$ cat config.mk
export PLATFORM = sky130hd
export DESIGN_NAME = cok_cevrimli_islemci
export DESIGN_NICKNAME = d
export VERILOG_FILES = /design/src/rtl/cok_cevrimli_islemci.sv
export SDC_FILE = /design/constraint.sdc
export NUM_CORES = 2
export LEC_CHECK = 0
export ABC_AREA = 1
export ABC_CLOCK_PERIOD_IN_PS = 6500
export BUFFER_PORTS_ARGS = -buffer_cell sky130_fd_sc_hd__buf_2
export CORE_MARGIN = 8
export CORE_UTILIZATION = 55
export DETAILED_ROUTE_END_ITERATION = 10
export HOLD_SLACK_MARGIN = 0.06
export PLACE_DENSITY = 0.71
export SYNTH_ARGS = -nofsm -noshare
export SYNTH_HDL_FRONTEND = slang
export SYNTH_SLANG_ARGS = --single-unit
$ cat constraint.sdc
create_clock -name clk -period 6.5 [get_ports clk]
set_input_delay 0.325 -clock clk [delete_from_list [all_inputs] [get_ports clk]]
set_output_delay 0.325 -clock clk [all_outputs]
set_load 0.05 [all_outputs]
$ cat src/rtl/cok_cevrimli_islemci.sv
// cok_cevrimli_islemci: multicycle RV32I/RV32E-subset core with one valid/ready memory port.
// Define ISLEMCI_SAYAC_EN to add cycle/instret counters readable with CSRRS.
`ifndef VERI_BIT
`define VERI_BIT 32
`endif

module cok_cevrimli_islemci #(
  parameter logic [31:0] BASLANGIC_ADRES = 32'h8000_0000,
  parameter int          YAZMAC_SAYISI   = 32,
  parameter int          VERI_BIT        = `VERI_BIT
) (
  input  logic                clk,
  input  logic                rst,
  output logic                bellek_istek,
  input  logic                bellek_hazir,
  output logic [31:0]         bellek_adres,
  output logic                bellek_yaz,
  output logic [VERI_BIT-1:0] bellek_yaz_veri,
  input  logic [VERI_BIT-1:0] bellek_oku_veri,
  output logic                hata
);
  localparam int IW = $clog2(YAZMAC_SAYISI);
  localparam logic [6:0] OP_LUI   = 7'b0110111;
  localparam logic [6:0] OP_AUIPC = 7'b0010111;
  localparam logic [6:0] OP_JAL   = 7'b1101111;
  localparam logic [6:0] OP_JALR  = 7'b1100111;
  localparam logic [6:0] OP_BR    = 7'b1100011;
  localparam logic [6:0] OP_LOAD  = 7'b0000011;
  localparam logic [6:0] OP_STORE = 7'b0100011;
  localparam logic [6:0] OP_IMM   = 7'b0010011;
  localparam logic [6:0] OP_REG   = 7'b0110011;
`ifdef ISLEMCI_SAYAC_EN
  localparam logic [6:0] OP_SYS   = 7'b1110011;
`endif

  typedef enum logic [2:0] {SIFIR, GETIR, COZ, YURUT, BELLEK, HATA} durum_t;

  durum_t      state_q, state_d;
  logic [31:0] ps_q, ps_d, buyruk_q, buyruk_d, a_q, a_d, b_q, b_d;
  logic [31:0] imm_q, imm_d, addr_q, addr_d;
  logic        hata_q, hata_d, istek_q, istek_d, yaz_q, yaz_d;
  logic [31:0] adres_q, adres_d, yaz_veri_q, yaz_veri_d;
  logic [31:0] rf_q [YAZMAC_SAYISI];
  logic        rf_we;
  logic [31:0] rf_wd;

  logic [6:0] opcode, f7;
  logic [2:0] f3;
  logic [4:0] rd, rs1, rs2;
  assign opcode = buyruk_q[6:0];
  assign rd     = buyruk_q[11:7];
  assign f3     = buyruk_q[14:12];
  assign rs1    = buyruk_q[19:15];
  assign rs2    = buyruk_q[24:20];
  assign f7     = buyruk_q[31:25];

  logic is_lui, is_auipc, is_jal, is_jalr, is_br, is_lw, is_sw, is_addi, is_r, is_csr;
  logic rs1_kul, rs2_kul, rd_kul, yasal, e_ihlal;
  logic [31:0] imm, rs1_deger, rs2_deger;

  // NOTE: every always_comb output gets a default first so no path can infer a latch.
  always_comb begin
    is_lui   = (opcode == OP_LUI);
    is_auipc = (opcode == OP_AUIPC);
    is_jal   = (opcode == OP_JAL);
    is_jalr  = (opcode == OP_JALR) && (f3 == 3'b000);
    is_br    = (opcode == OP_BR) && (f3[2:1] == 2'b00);
    is_lw    = (opcode == OP_LOAD) && (f3 == 3'b010);
    is_sw    = (opcode == OP_STORE) && (f3 == 3'b010);
    is_addi  = (opcode == OP_IMM) && (f3 == 3'b000);
    is_r     = (opcode == OP_REG) &&
               (((f7 == 7'b0000000) && (f3 inside {3'b000, 3'b100, 3'b110, 3'b111})) ||
                ((f7 == 7'b0100000) && (f3 == 3'b000)));
    is_csr   = 1'b0;
`ifdef ISLEMCI_SAYAC_EN
    is_csr   = (opcode == OP_SYS) && (f3 == 3'b010) && (rs1 == 5'd0) &&
               (buyruk_q[31:20] inside {12'hC00, 12'hC80, 12'hC02, 12'hC82});
`endif
    yasal    = is_lui | is_auipc | is_jal | is_jalr | is_br | is_lw | is_sw | is_addi | is_r | is_csr;
    rs1_kul  = is_jalr | is_br | is_lw | is_sw | is_addi | is_r;
    rs2_kul  = is_br | is_sw | is_r;
    rd_kul   = is_lui | is_auipc | is_jal | is_jalr | is_lw | is_addi | is_r | is_csr;
    e_ihlal  = (YAZMAC_SAYISI == 16) &&
               ((rs1_kul && rs1[4]) || (rs2_kul && rs2[4]) || (rd_kul && rd[4]));

    imm = {{20{buyruk_q[31]}}, buyruk_q[31:20]};
    if (is_sw)                 imm = {{20{buyruk_q[31]}}, buyruk_q[31:25], buyruk_q[11:7]};
    else if (is_br)            imm = {{19{buyruk_q[31]}}, buyruk_q[31], buyruk_q[7],
                                      buyruk_q[30:25], buyruk_q[11:8], 1'b0};
    else if (is_lui | is_auipc) imm = {buyruk_q[31:12], 12'h000};
    else if (is_jal)           imm = {{11{buyruk_q[31]}}, buyruk_q[31], buyruk_q[19:12],
                                      buyruk_q[20], buyruk_q[30:21], 1'b0};

    rs1_deger = (rs1 == 5'd0) ? 32'h0 : rf_q[rs1[IW-1:0]];
    rs2_deger = (rs2 == 5'd0) ? 32'h0 : rf_q[rs2[IW-1:0]];
  end

`ifdef ISLEMCI_SAYAC_EN
  logic [63:0] cyc_q, cyc_d, ins_q, ins_d;
`endif
  logic [31:0] ps_arti4, ea, sonuc, sonraki_ps, sayac_deger;
  logic        atla;

  always_comb begin
    ps_arti4    = ps_q + 32'd4;
    ea          = a_q + imm_q;
    sayac_deger = 32'h0;
`ifdef ISLEMCI_SAYAC_EN
    case (buyruk_q[31:20])
      12'hC00: sayac_deger = cyc_q[31:0];
      12'hC80: sayac_deger = cyc_q[63:32];
      12'hC02: sayac_deger = ins_q[31:0];
      default: sayac_deger = ins_q[63:32];
    endcase
`endif
    sonuc = ea;
    if (is_lui)                 sonuc = imm_q;
    else if (is_auipc)          sonuc = ps_q + imm_q;
    else if (is_jal | is_jalr)  sonuc = ps_arti4;
    else if (is_csr)            sonuc = sayac_deger;
    else if (is_r) begin
      case (f3)
        3'b000:  sonuc = f7[5] ? (a_q - b_q) : (a_q + b_q);
        3'b100:  sonuc = a_q ^ b_q;
        3'b110:  sonuc = a_q | b_q;
        default: sonuc = a_q & b_q;
      endcase
    end
    atla       = f3[0] ? (a_q != b_q) : (a_q == b_q);
    sonraki_ps = ps_arti4;
    if (is_jal || (is_br && atla)) sonraki_ps = ps_q + imm_q;
    else if (is_jalr)              sonraki_ps = {ea[31:1], 1'b0};
  end

  always_comb begin
    state_d  = state_q;
    ps_d     = ps_q;
    buyruk_d = buyruk_q;
    a_d      = a_q;
    b_d      = b_q;
    imm_d    = imm_q;
    addr_d   = addr_q;
    hata_d   = hata_q;
    rf_we    = 1'b0;
    rf_wd    = sonuc;
    case (state_q)
      SIFIR: state_d = GETIR;
      GETIR: if (bellek_hazir) begin
        buyruk_d = bellek_oku_veri;
        state_d  = COZ;
      end
      COZ: if (!yasal || e_ihlal) begin
        state_d = HATA;
        hata_d  = 1'b1;
      end else begin
        a_d     = rs1_deger;
        b_d     = rs2_deger;
        imm_d   = imm;
        state_d = YURUT;
      end
      YURUT: if (is_lw || is_sw) begin
        if (ea[1:0] != 2'b00) begin
          state_d = HATA;
          hata_d  = 1'b1;
        end else begin
          addr_d  = ea;
          state_d = BELLEK;
        end
      end else begin
        rf_we   = rd_kul;
        ps_d    = sonraki_ps;
        state_d = GETIR;
      end
      BELLEK: if (bellek_hazir) begin
        rf_we   = is_lw;
        rf_wd   = bellek_oku_veri;
        ps_d    = ps_arti4;
        state_d = GETIR;
      end
      default: state_d = HATA;
    endcase

    // Port outputs are registered from the next state so no memory input reaches them combinationally.
    istek_d    = (state_d == GETIR) || (state_d == BELLEK);
    yaz_d      = (state_d == BELLEK) && is_sw;
    adres_d    = (state_d == GETIR) ? ps_d : ((state_d == BELLEK) ? addr_d : 32'h0);
    yaz_veri_d = (state_d == BELLEK) ? b_q : 32'h0;
  end

  // NOTE: state uses non-blocking assignments only, so every flop samples pre-edge values.
  always_ff @(posedge clk or negedge rst) begin
    if (!rst) begin
      state_q    <= SIFIR;
      ps_q       <= BASLANGIC_ADRES;
      buyruk_q   <= '0;
      a_q        <= '0;
      b_q        <= '0;
      imm_q      <= '0;
      addr_q     <= '0;
      hata_q     <= 1'b0;
      istek_q    <= 1'b0;
      yaz_q      <= 1'b0;
      adres_q    <= '0;
      yaz_veri_q <= '0;
      // NOTE: the register file must read as zero after reset, so it is built from resettable flops, not RAM.
      for (int i = 0; i < YAZMAC_SAYISI; i++) rf_q[i] <= '0;
    end else begin
      state_q    <= state_d;
      ps_q       <= ps_d;
      buyruk_q   <= buyruk_d;
      a_q        <= a_d;
      b_q        <= b_d;
      imm_q      <= imm_d;
      addr_q     <= addr_d;
      hata_q     <= hata_d;
      istek_q    <= istek_d;
      yaz_q      <= yaz_d;
      adres_q    <= adres_d;
      yaz_veri_q <= yaz_veri_d;
      if (rf_we && (rd != 5'd0)) rf_q[rd[IW-1:0]] <= rf_wd;
    end
  end

`ifdef ISLEMCI_SAYAC_EN
  always_comb begin
    cyc_d = cyc_q;
    ins_d = ins_q;
    if ((state_q != SIFIR) && (state_q != HATA)) cyc_d = cyc_q + 64'd1;
    if ((state_d == GETIR) && ((state_q == YURUT) || (state_q == BELLEK))) ins_d = ins_q + 64'd1;
  end

  always_ff @(posedge clk or negedge rst) begin
    if (!rst) begin
      cyc_q <= '0;
      ins_q <= '0;
    end else begin
      cyc_q <= cyc_d;
      ins_q <= ins_d;
    end
  end
`endif

  assign bellek_istek    = istek_q;
  assign bellek_yaz      = yaz_q;
  assign bellek_adres    = adres_q;
  assign bellek_yaz_veri = yaz_veri_q;
  assign hata            = hata_q;
endmodule
==> out/qor.yml <==
status:
  status: "completed"
timing:
  final.period_utilization_pct: 75.2
  timing.final.crit_period_ps: 4890
  final_hold_viol_count: 0
  setup-tns-final_ps: 0
  worst_pin_slew_ps: 1400
  skew_ps: 38.5
  setup_viol: 0
  relSlewSlack_pct: 6.27
  slew_viol_final: 0
  timing.fmax_mhz: 204
  grt_setup_unrepaired: "false"
detailed_routing:
  dr.pass1.iters: 9
  num_vias: 85400
  vias_per_cell: 6.35
  route.detailed.drc: 0
  dr.first_iter.drc_count: 12400
  postRouteAntennaNets: 0
  wl_per_cell_um: 26.1
  drt-total-wl_um: 351000
die:
  dieArea_sq_um: 158000
  core_sq_um: 145000
  die_y_um: 398
  chipWidth_um: 398
  start_util_pct: 55.2
  rows: 140
  ios: 102
synth:
  yosys-mux-area-fraction_pct: 0.0561
  synthTopCellsByArea: "dfrtp_1 (40%), nand2_1 (18%), o21ai_0 (8.2%)"
  synth_edf_count: 0
  synthXorXnorAreaFrac_pct: 0.709
  yosysTopAreaCellShare_pct: 40.0
  ys_seq_area_share_pct: 40.1
  ys.warnings.count: 0
  ys_seq_elements: 1286
  yosys_most_used_dff: "dfrtp_1"
  synth_compound_area_share_pct: 18.8
  synth_nets: 12000
  async_flop_share_pct: 100
  syn-instance-count: 11800
  synth_simple_gate_area_share_pct: 28.4
  synth_cell_type_count: 55
  yosysTopAreaCell: "dfrtp_1"
  syn_avg_cell_area_sq_um: 6.81
  synth_top_family_by_area: "simple AND/OR/NAND/NOR gates"
  syn_area_sq_um: 80300
  synth_fa_ha_area_share_pct: 2.75
clock_tree:
  clk_path_buf_depth: 3
  path_clk_slew_ps: 60
  cts_buffers: 147
  htree_levels: 4
  cts_tree: "built"
  clock-sinks: 1286
  hold_buffers: 33
  clock_latency_ps: 830
  post_cts_resized: 0
  post-cts-setup-buffer-count: 0
  cts-root-buf: "clkbuf_16"
setup_path:
  path_buf_inv: 6
  critPathTopFamily: "simple AND/OR/NAND/NOR gates"
  critPathMaxStageDelay_ps: 690
  required_ps: 7200
  cp_common_cell: "nand2_1"
  crit_fanout: 32
  r2r-start: "buyruk_q[1]"
  path_cells: "nand2_1, nor3_4, nand3_1, nand2_1, nor2_1, buf_4, inv_2, o22ai_4, o21ai_4, buf_4, nor2_1, inv_2, nor2_4, inv_1, buf_12, nand2_1, nand2_1"
  crit_path_end_kind: "flop"
  worstPathArrival_ps: 5590
  critPathKind: "flop to flop"
  crit_start: "buyruk_q[1]"
  start_kind: "flop"
  critPathSlowestCell: "nor2_4"
layout:
  area_growth_pct: 8.47
  fin_nets: 11600
  final_cells: 13500
  final_common_cell: "nand2_1"
  final_area_sq_um: 87100
  layout.cells.most_common_list: "nand2_1 (3900), o21ai_0 (1312), dfrtp_1 (1275)"
  drive_gt1_share_pct: 5.76
power:
  leakage_nw: 44.5
  powerDensity_nw_per_um2: 194
  ir_worst_vdd_v: 0.000228
worst_hold_path:
  hold_path.class: "primary input to async pin"
flow_run:
  cap_viol_max_count: 0
global_route:
  gr-total-overflow: 0
  antenna_found_initial: 12
  grt_pass1_wl_um: 520000
  grt_usage_pct: 43.1
  grt_pass1_vias: 81300
  grt_start_max_net_pins: 211
placement:
  post_dp_cell_area_sq_um: 81800
  dp_hpwl_um: 234000
  placed_cells: 13100
  gp_congestion: 1.06
  port_buffers: 101
[layer usage]
| metal | share of wire, % | wire length [um] | up-vias | track usage, % |
|---|---|---|---|---|
| li1 | - | - | 37700 | - |
| met1 | 37 | 130000 | 40400 | 54.1 |
| met2 | 43 | 151000 | 5790 | 65.3 |
| met3 | 12 | 41800 | 1482 | 11.4 |
| met4 | 8.1 | 28400 | 14 | 28.9 |
| met5 | 0.027 | 94 | - | 0 |
[synthesized netlist by cell type (7+ instances only)]
library cell  count
nand2_1        3904
o21ai_0        1315
dfrtp_1        1285
inv_1          1002
nand3_1         959
a21oi_1         873
clkbuf_1        687
nor2_1          552
o211ai_1        258
ha_1            170
o22ai_1         105
buf_2            82
buf_1            73
o221ai_1         64
nand4_1          56
xor2_1           50
inv_2            41
nor3_1           40
o21ai_1          38
a31oi_1          28
o21bai_1         25
nor3_2           18
nand3b_1         17
or2_2            15
xnor2_1          15
nor3_4           13
buf_4            12
a21o_1           11
clkinv_1         11
nor4_1            9
a22o_1            7
[stage by stage]
stage	hold slack [ps]	util (%)	total power [mW]	worst slack, ps
finish	56.2	59.9	16.9	1610
global route	110	59.9	17.2	1410
CTS	126	59.9	16.9	1700
detailed placement	379	56.2	8.37	1680
global placement	375	56.2	8.37	1790
floorplan	29.4	-	8.16	3370
[logic make-up after synthesis]
kind of cell,Yosys count
muxes,4
and+or+nand+nor,5596
adders and majority gates,174
DFF,1286
xor gates and xnor gates,65
buffers and inverters,1910
AOI/OAI and AO/OA,2763
[power breakdown]
group | internal [mW] | total, mW | switching (mW)
Clock | 4.88 | 8.62 | 3.74
Sequential | 8.01 | 8.01 | 0
Combinational | 0.0344 | 0.232 | 0.198
Total | 12.9 | 16.9 | 3.93
[registers in the layout, summed over array words and instances, names as in the netlist, 3 cells and up]
name             flops
a_q                 32
addr_q              32
b_q                 32
bellek_adres        32
bellek_yaz_veri     32
buyruk_q            32
imm_q               32
ps_q                32
rf_q              1024
state_q              3
[area by class of cell]
type	instances	area [sq um]
clock buffer	215	4280
multi-input combinational	8602	41000
tap	1917	2400
timing repair buffer	318	2490
clock inverter	54	697
antenna	5	12.5
fill	13600	58300
sequential	1286	32200
inverter	1054	3980
[final timing paths]
| path | to | slack (ps) | depth (start not counted) |
|---|---|---|---|
| max | rf_q[632] | 1610 | 17 |
| min | addr_q[19] | 60 | 2 |
| max reg2reg | rf_q[632] | 1610 | 17 |
| min reg2reg | rf_q[1003] | 390 | 0 |
| max in group asynchronous | rf_q[521] | 4580 | 4 |
| min in group clk | ps_q[6] | 160 | 4 |
Note: power is estimated with default switching activity, not from simulation.
